--- config.mk ---
export PLATFORM = sky130hd
export DESIGN_NAME = ex_mult_unit
export DESIGN_NICKNAME = d
export VERILOG_FILES = /design/src/rtl/rv_mult_pkg.sv /design/src/rtl/ex_mult_unit.sv
export SDC_FILE = /design/constraint.sdc
export NUM_CORES = 1
export LEC_CHECK = 0
export BUFFER_PORTS_ARGS = -buffer_cell sky130_fd_sc_hd__buf_4
export CORE_AREA = 2 2 255 257
export CTS_BUF_LIST = sky130_fd_sc_hd__clkbuf_2
export DETAILED_ROUTE_END_ITERATION = 10
export DIE_AREA = 0 0 257 259
export GPL_TIMING_DRIVEN = 0
export PLACE_DENSITY = 0.58
export SYNTH_ARGS = -nofsm -noshare
export SYNTH_HDL_FRONTEND = slang
export SYNTH_SLANG_ARGS = --single-unit
--- constraint.sdc ---
create_clock -name clk -period 20.9 [get_ports clk]
set_clock_uncertainty 0.2 [all_clocks]
set_input_delay 1.045 -clock clk [delete_from_list [all_inputs] [get_ports clk]]
set_output_delay 1.045 -clock clk [all_outputs]
set_load 0.005 [all_outputs]
--- src/rtl/rv_mult_pkg.sv ---
// Shared definitions for the RISC-V M-extension iterative multiplier:
// func3 encodings, FSM state enum and legal-configuration constants.
package rv_mult_pkg;

    // RISC-V M func3 encodings handled by the multiplier; 1xx is reserved.
    typedef enum logic [2:0] {
        F3_MUL    = 3'b000,
        F3_MULH   = 3'b001,
        F3_MULHSU = 3'b010,
        F3_MULHU  = 3'b011
    } mult_func_t;

    typedef enum logic [1:0] {
        ST_IDLE = 2'd0,
        ST_CALC = 2'd1,
        ST_DONE = 2'd2
    } mult_state_t;

    localparam int LEGAL_DATA_W_A = 32;
    localparam int LEGAL_DATA_W_B = 64;
    localparam int LEGAL_BPC_A    = 1;
    localparam int LEGAL_BPC_B    = 2;
    localparam int LEGAL_BPC_C    = 4;

    // True when the operand width / bits-per-cycle pair is supported.
    function automatic bit cfg_is_legal(input int data_w, input int bpc);
        bit w_ok;
        bit b_ok;
        w_ok = (data_w == LEGAL_DATA_W_A) || (data_w == LEGAL_DATA_W_B);
        b_ok = (bpc == LEGAL_BPC_A) || (bpc == LEGAL_BPC_B) || (bpc == LEGAL_BPC_C);
        return w_ok && b_ok && ((data_w % bpc) == 0);
    endfunction

endpackage

--- src/rtl/ex_mult_unit.sv ---
// Iterative shift-add multiplier for the RISC-V M extension (MUL, MULH,
// MULHSU, MULHU). Retires BITS_PER_CYCLE multiplier bits per enabled cycle,
// giving a fixed latency of DATA_W/BITS_PER_CYCLE cycles in CALC.
module ex_mult_unit
    import rv_mult_pkg::*;
#(
    parameter int DATA_W         = 64,
    parameter int BITS_PER_CYCLE = 2
) (
    input  logic              clk,
    input  logic              arst_n,
    input  logic              en,
    input  logic              start,
    input  logic              kill,
    input  logic [2:0]        func3,
    input  logic [DATA_W-1:0] op_a,
    input  logic [DATA_W-1:0] op_b,
    input  logic [4:0]        rd_in,
    output logic              busy,
    output logic              done,
    output logic [DATA_W-1:0] result,
    output logic [4:0]        rd_out
);

    localparam int N     = DATA_W / BITS_PER_CYCLE;
    localparam int CNT_W = $clog2(N);

    if (!cfg_is_legal(DATA_W, BITS_PER_CYCLE)) begin : g_bad_cfg
        $error("ex_mult_unit: unsupported DATA_W/BITS_PER_CYCLE combination");
    end

    mult_state_t           state_q;
    mult_state_t           state_d;
    logic [CNT_W-1:0]      cnt_q;
    logic [2*DATA_W-1:0]   acc_q;
    logic [DATA_W-1:0]     mag_a_q;
    logic                  neg_q;
    logic [2:0]            func3_q;
    logic [4:0]            rd_pend_q;

    logic                  accept;
    logic                  last_iter;
    logic                  a_signed;
    logic                  b_signed;
    logic                  a_neg;
    logic                  b_neg;
    logic [DATA_W-1:0]     mag_a;
    logic [DATA_W-1:0]     mag_b;
    logic [2*DATA_W-1:0]   acc_step;
    logic [DATA_W:0]       partial;
    logic [2*DATA_W:0]     widened;
    logic [2*DATA_W-1:0]   product;
    logic [DATA_W-1:0]     selected;

    // A start is taken only outside CALC, with the pipeline enabled and no flush.
    assign accept    = en && start && !kill && (state_q != ST_CALC);
    assign last_iter = (state_q == ST_CALC) && (cnt_q == CNT_W'(N - 1));

    // FSM state register.
    always_ff @(posedge clk) begin
        // NOTE: sequential state uses non-blocking assignments so every
        // register samples pre-edge values regardless of block ordering.
        if (!arst_n) begin
            state_q <= ST_IDLE;
        end else begin
            state_q <= state_d;
        end
    end

    // Next-state and status outputs; kill overrides everything when enabled.
    always_comb begin
        // NOTE: every combinational output gets a default first so no path
        // leaves it unassigned, which would infer a latch.
        state_d = state_q;
        busy    = (state_q == ST_CALC);
        done    = (state_q == ST_DONE);
        if (en) begin
            if (kill) begin
                state_d = ST_IDLE;
            end else begin
                case (state_q)
                    ST_IDLE: if (start) state_d = ST_CALC;
                    ST_CALC: if (last_iter) state_d = ST_DONE;
                    ST_DONE: state_d = start ? ST_CALC : ST_IDLE;
                    default: state_d = ST_IDLE;
                endcase
            end
        end
    end

    // Operand sign conditioning: signedness from func3, then absolute values.
    always_comb begin
        a_signed = 1'b0;
        b_signed = 1'b0;
        case (func3)
            F3_MUL, F3_MULH: begin
                a_signed = 1'b1;
                b_signed = 1'b1;
            end
            F3_MULHSU: a_signed = 1'b1;
            default: ;
        endcase
        a_neg = a_signed & op_a[DATA_W-1];
        b_neg = b_signed & op_b[DATA_W-1];
        mag_a = a_neg ? (~op_a + 1'b1) : op_a;
        mag_b = b_neg ? (~op_b + 1'b1) : op_b;
    end

    // One iteration: BITS_PER_CYCLE conditional add-and-shift steps on the
    // {high, low} accumulator, where low initially holds |op_b|.
    always_comb begin
        // NOTE: blocking assignments here chain each step's output into the
        // next step within the same cycle.
        acc_step = acc_q;
        partial  = '0;
        widened  = '0;
        for (int i = 0; i < BITS_PER_CYCLE; i++) begin
            partial  = {1'b0, acc_step[2*DATA_W-1:DATA_W]}
                     + (acc_step[0] ? {1'b0, mag_a_q} : {(DATA_W + 1){1'b0}});
            widened  = {partial, acc_step[DATA_W-1:0]};
            acc_step = widened[2*DATA_W:1];
        end
        product = neg_q ? (~acc_step + 1'b1) : acc_step;
    end

    // Result slice chosen by the captured func3; reserved encodings give 0.
    always_comb begin
        selected = '0;
        case (func3_q)
            F3_MUL:                       selected = product[DATA_W-1:0];
            F3_MULH, F3_MULHSU, F3_MULHU: selected = product[2*DATA_W-1:DATA_W];
            default:                      selected = '0;
        endcase
    end

    // Datapath: capture on accept, iterate in CALC, publish on entry to DONE.
    always_ff @(posedge clk) begin
        if (!arst_n) begin
            cnt_q     <= '0;
            acc_q     <= '0;
            mag_a_q   <= '0;
            neg_q     <= 1'b0;
            func3_q   <= '0;
            rd_pend_q <= '0;
            result    <= '0;
            rd_out    <= '0;
        end else if (en) begin
            if (kill) begin
                cnt_q <= '0;
            end else if (accept) begin
                cnt_q     <= '0;
                acc_q     <= {{DATA_W{1'b0}}, mag_b};
                mag_a_q   <= mag_a;
                neg_q     <= a_neg ^ b_neg;
                func3_q   <= func3;
                rd_pend_q <= rd_in;
            end else if (state_q == ST_CALC) begin
                acc_q <= acc_step;
                if (last_iter) begin
                    cnt_q  <= '0;
                    result <= selected;
                    rd_out <= rd_pend_q;
                end else begin
                    cnt_q <= cnt_q + 1'b1;
                end
            end
        end
    end

endmodule

==> impl_metrics.tcl <==
set metrics [dict create \
    status "complete, but fails checks" \
    failed_checks "max-capacitance violations, max-slew violations" \
    num_vias 28370 \
    ys.flop_type "dfxtp_1" \
    crit_path_end_kind "register" \
    stdcell_count 4688 \
    die_area_um2 66560 \
    grt_max_degree 13 \
    synth_area_leaders "dfxtp_1 (22%), ha_1 (6.6%), a21oi_1 (6.4%), xnor2_1 (5.9%), nand2_1 (5.4%)" \
    gp_congestion 0.9960 \
    wire_per_inst_um 23.37 \
    die_h_um 259 \
    setup_viol 0 \
    synth_cells 3475 \
    synthesis.area_um2 25220 \
    cts_resized 0 \
    setup.worst_path.start_class "register" \
    ir_worst_vdd_mv 0.02786 \
    p_leak_nw 11.43 \
    cts_buffer_depth 3 \
    synth_seq_area_share_pct 21.98 \
    fin_crit_sh_pct 48.04 \
    ys_ff_latch 277 \
    grt_pass1_wl_um 164400 \
    finish.utilization_pct 45.00 \
    post_cts_buffers 0 \
    clk_latency_ns 1.20 \
    synth_cell_types 97 \
    critPathRequiredTime_ns 21.68 \
    synthArstFlopShare_pct 0 \
    clock-sinks 277 \
    die_w_um 257 \
    finalMaxSlewViolations 10 \
    hold_viol_final 0 \
    multiInputGateArea_um2 18630 \
    drive_gt1_share_pct 10.19 \
    timing.hold.ws_ns 0.07792 \
    area.growth.synth_to_final_pct 13.97 \
    wl_um 109600 \
    hold_class "in -> reg" \
    ant_nets 0 \
    detailed_place_hpwl_um 86270 \
    cts-buffers-inserted 82 \
    core_area_um2 63880 \
    grt_overflow_total 0 \
    synth-edff-count 0 \
    holdBufCountCts 13 \
    ys_warn_count 0 \
    final_common_cell "nand2_1" \
    antenna_found_initial 2 \
    initial_core_util_pct 39.49 \
    slowest_stage "o41ai_1" \
    min_period_ns 10.04 \
    clk_pin_slew_ns 0.10 \
    timing.max_cap.violations 1 \
    syn_avg_cell_area_um2 7.259 \
    port_buffers 210 \
    path_class "reg -> reg" \
    pin_count 212 \
    track_usage_pct 31.92 \
    relSlewSlack_pct -2.988 \
    synth.top_cell.area_share_pct 21.98 \
    max_stage_delay_ns 0.82 \
    drcViolationCount 0 \
    first_iter_violations 2584 \
    tightest_slew_ns 1.535 \
    h-tree-depth 3 \
    vias_per_cell 6.051 \
    timing.fmax_mhz 99.60 \
    ctsRootBufferMaster "clkbuf_2" \
    rsz0062_at_grt "no" \
    rows 93 \
    regArea_um2 5545 \
    critPathMaxFanout 10 \
    dp.cells 4541 \
    grt_pass1_vias 27150 \
    tns_ns 0 \
    synth_top_area_cell "dfxtp_1" \
    nets 4059 \
    syn_nets 3751 \
    powerDensity_nw_per_um2 44.05 \
    cp.arrival_ns 10.82 \
    drt_pass1_iterations 9 \
    final_cell_mix "nand2_1 (366), nor2_1 (344), a21oi_1 (325)" \
    cts_tree "built" \
    nFillCells 6788 \
]
==> Yosys cell counts, types with 7 or more instances <==
cell and number:
or3_1 56, a21boi_0 7, a31oi_1 29, o21ai_0 160, xor2_1 134, inv_1 52
o22ai_1 14, nor3b_1 9, nand4_1 56, nor4_1 41, nand2b_1 31, o41ai_1 31
o31ai_1 45, or4_1 26, a221o_1 7, nand3_1 68, nor2b_1 24, a211oi_1 61
buf_1 12, clkbuf_1 204, xnor2_1 169, a21oi_1 325, dfxtp_1 277, ha_1 133
a221oi_1 11, a22oi_1 85, o21a_1 32, o311ai_0 8, and2_1 144, nand2_1 366
a211o_1 9, a2111oi_0 9, a21o_1 72, o21ai_1 37, or2_2 27, and3_1 29
o211ai_1 16, o21bai_1 8, o31a_1 11, a311oi_1 19, o221ai_1 72, nor2_1 344
nor3_1 80
==> metrics by stage <==
step / area [µm²] / power [mW] / worst slack, ns
3_3_place_gp: 27870 / 0.8191 / 11.04
4_1_cts: 28740 / 1.267 / 11.02
6_report: 28750 / 1.266 / 10.86
2_1_floorplan: 25220 / 0.7103 / 13.91
3_5_place_dp: 27880 / 0.8188 / 11.10
5_1_grt: 28740 / 1.319 / 10.35
==> state kept, by name (all words and copies together), names as in the netlist <==
register   cells
cnt_q          5
rd_pend_q      5
mag_a_q       64
neg_q          1
result        64
func3_q        3
rd_out         5
acc_q        128
state_q        2
==> kinds of logic (layout without fill, tap and decap cells) <==
logic type      after synthesis  after routing  share of synthesized area, %
simple gates               1351           1351                         26.63
compound gates             1127           1127                         29.63
xor+xnor                    303            303                         10.52
flops                       277            277                         21.98
buf+inv                     274            628                         4.152
fa+ha+maj                   135            135                         6.756
mux                           8              8                        0.3274
other cells                   0              4                             0
==> worst max-delay path: cells and delay by family (launching register included) <==
family                   cells  cell delay [ns]
buffers and inverters        2             1.31
XOR/XNOR                     2             0.36
AND/OR/NAND/NOR             10             2.39
AO/OA/AOI/OAI               11             4.35
flip-flops                   1             0.33
multiplexers                 1             0.24
adder cells (fa/ha/maj)      2             0.66
==> layer usage <==
layer  GRT usage [%]  part of all wire (%)  up-vias
met5               0                     0        -
met4           17.04                   5.3        0
met3           5.858                   8.5      260
met2           49.43                    43     1278
met1           42.11                    43    13320
li1                -                     -    13510
==> where the power goes <==
part | switching, mW | internal, mW | leakage [nW]
Combinational | 0.167 | 0.0873 | 8.65
Clock | 0.264 | 0.184 | 0.532
Sequential | 0.0214 | 0.542 | 2.25
==> final timing paths <==
path | start | end | slack [ns] | depth (start not counted)
max | acc_q[0] | result[62] | 10.86 | 28
min reg2reg | rd_pend_q[4] | rd_out[4] | 0.26 | 2
min | op_b[26] | acc_q[26] | 0.08 | 4
max reg2reg | acc_q[0] | result[62] | 10.86 | 28
==> final cells by class <==
| type | count | area share [%] |
|---|---|---|
| multi-input combinational | 2924 | 64.81 |
| buffer | 221 | 2.951 |
| clock inverter | 27 | 0.7573 |
| clock buffer | 103 | 1.793 |
| antenna | 4 | 0.03482 |
| tap | 855 | 3.721 |
| sequential | 277 | 19.29 |
| inverter | 53 | 0.6920 |
| timing repair buffer | 224 | 5.954 |
Power figures use the tool's default switching activity.
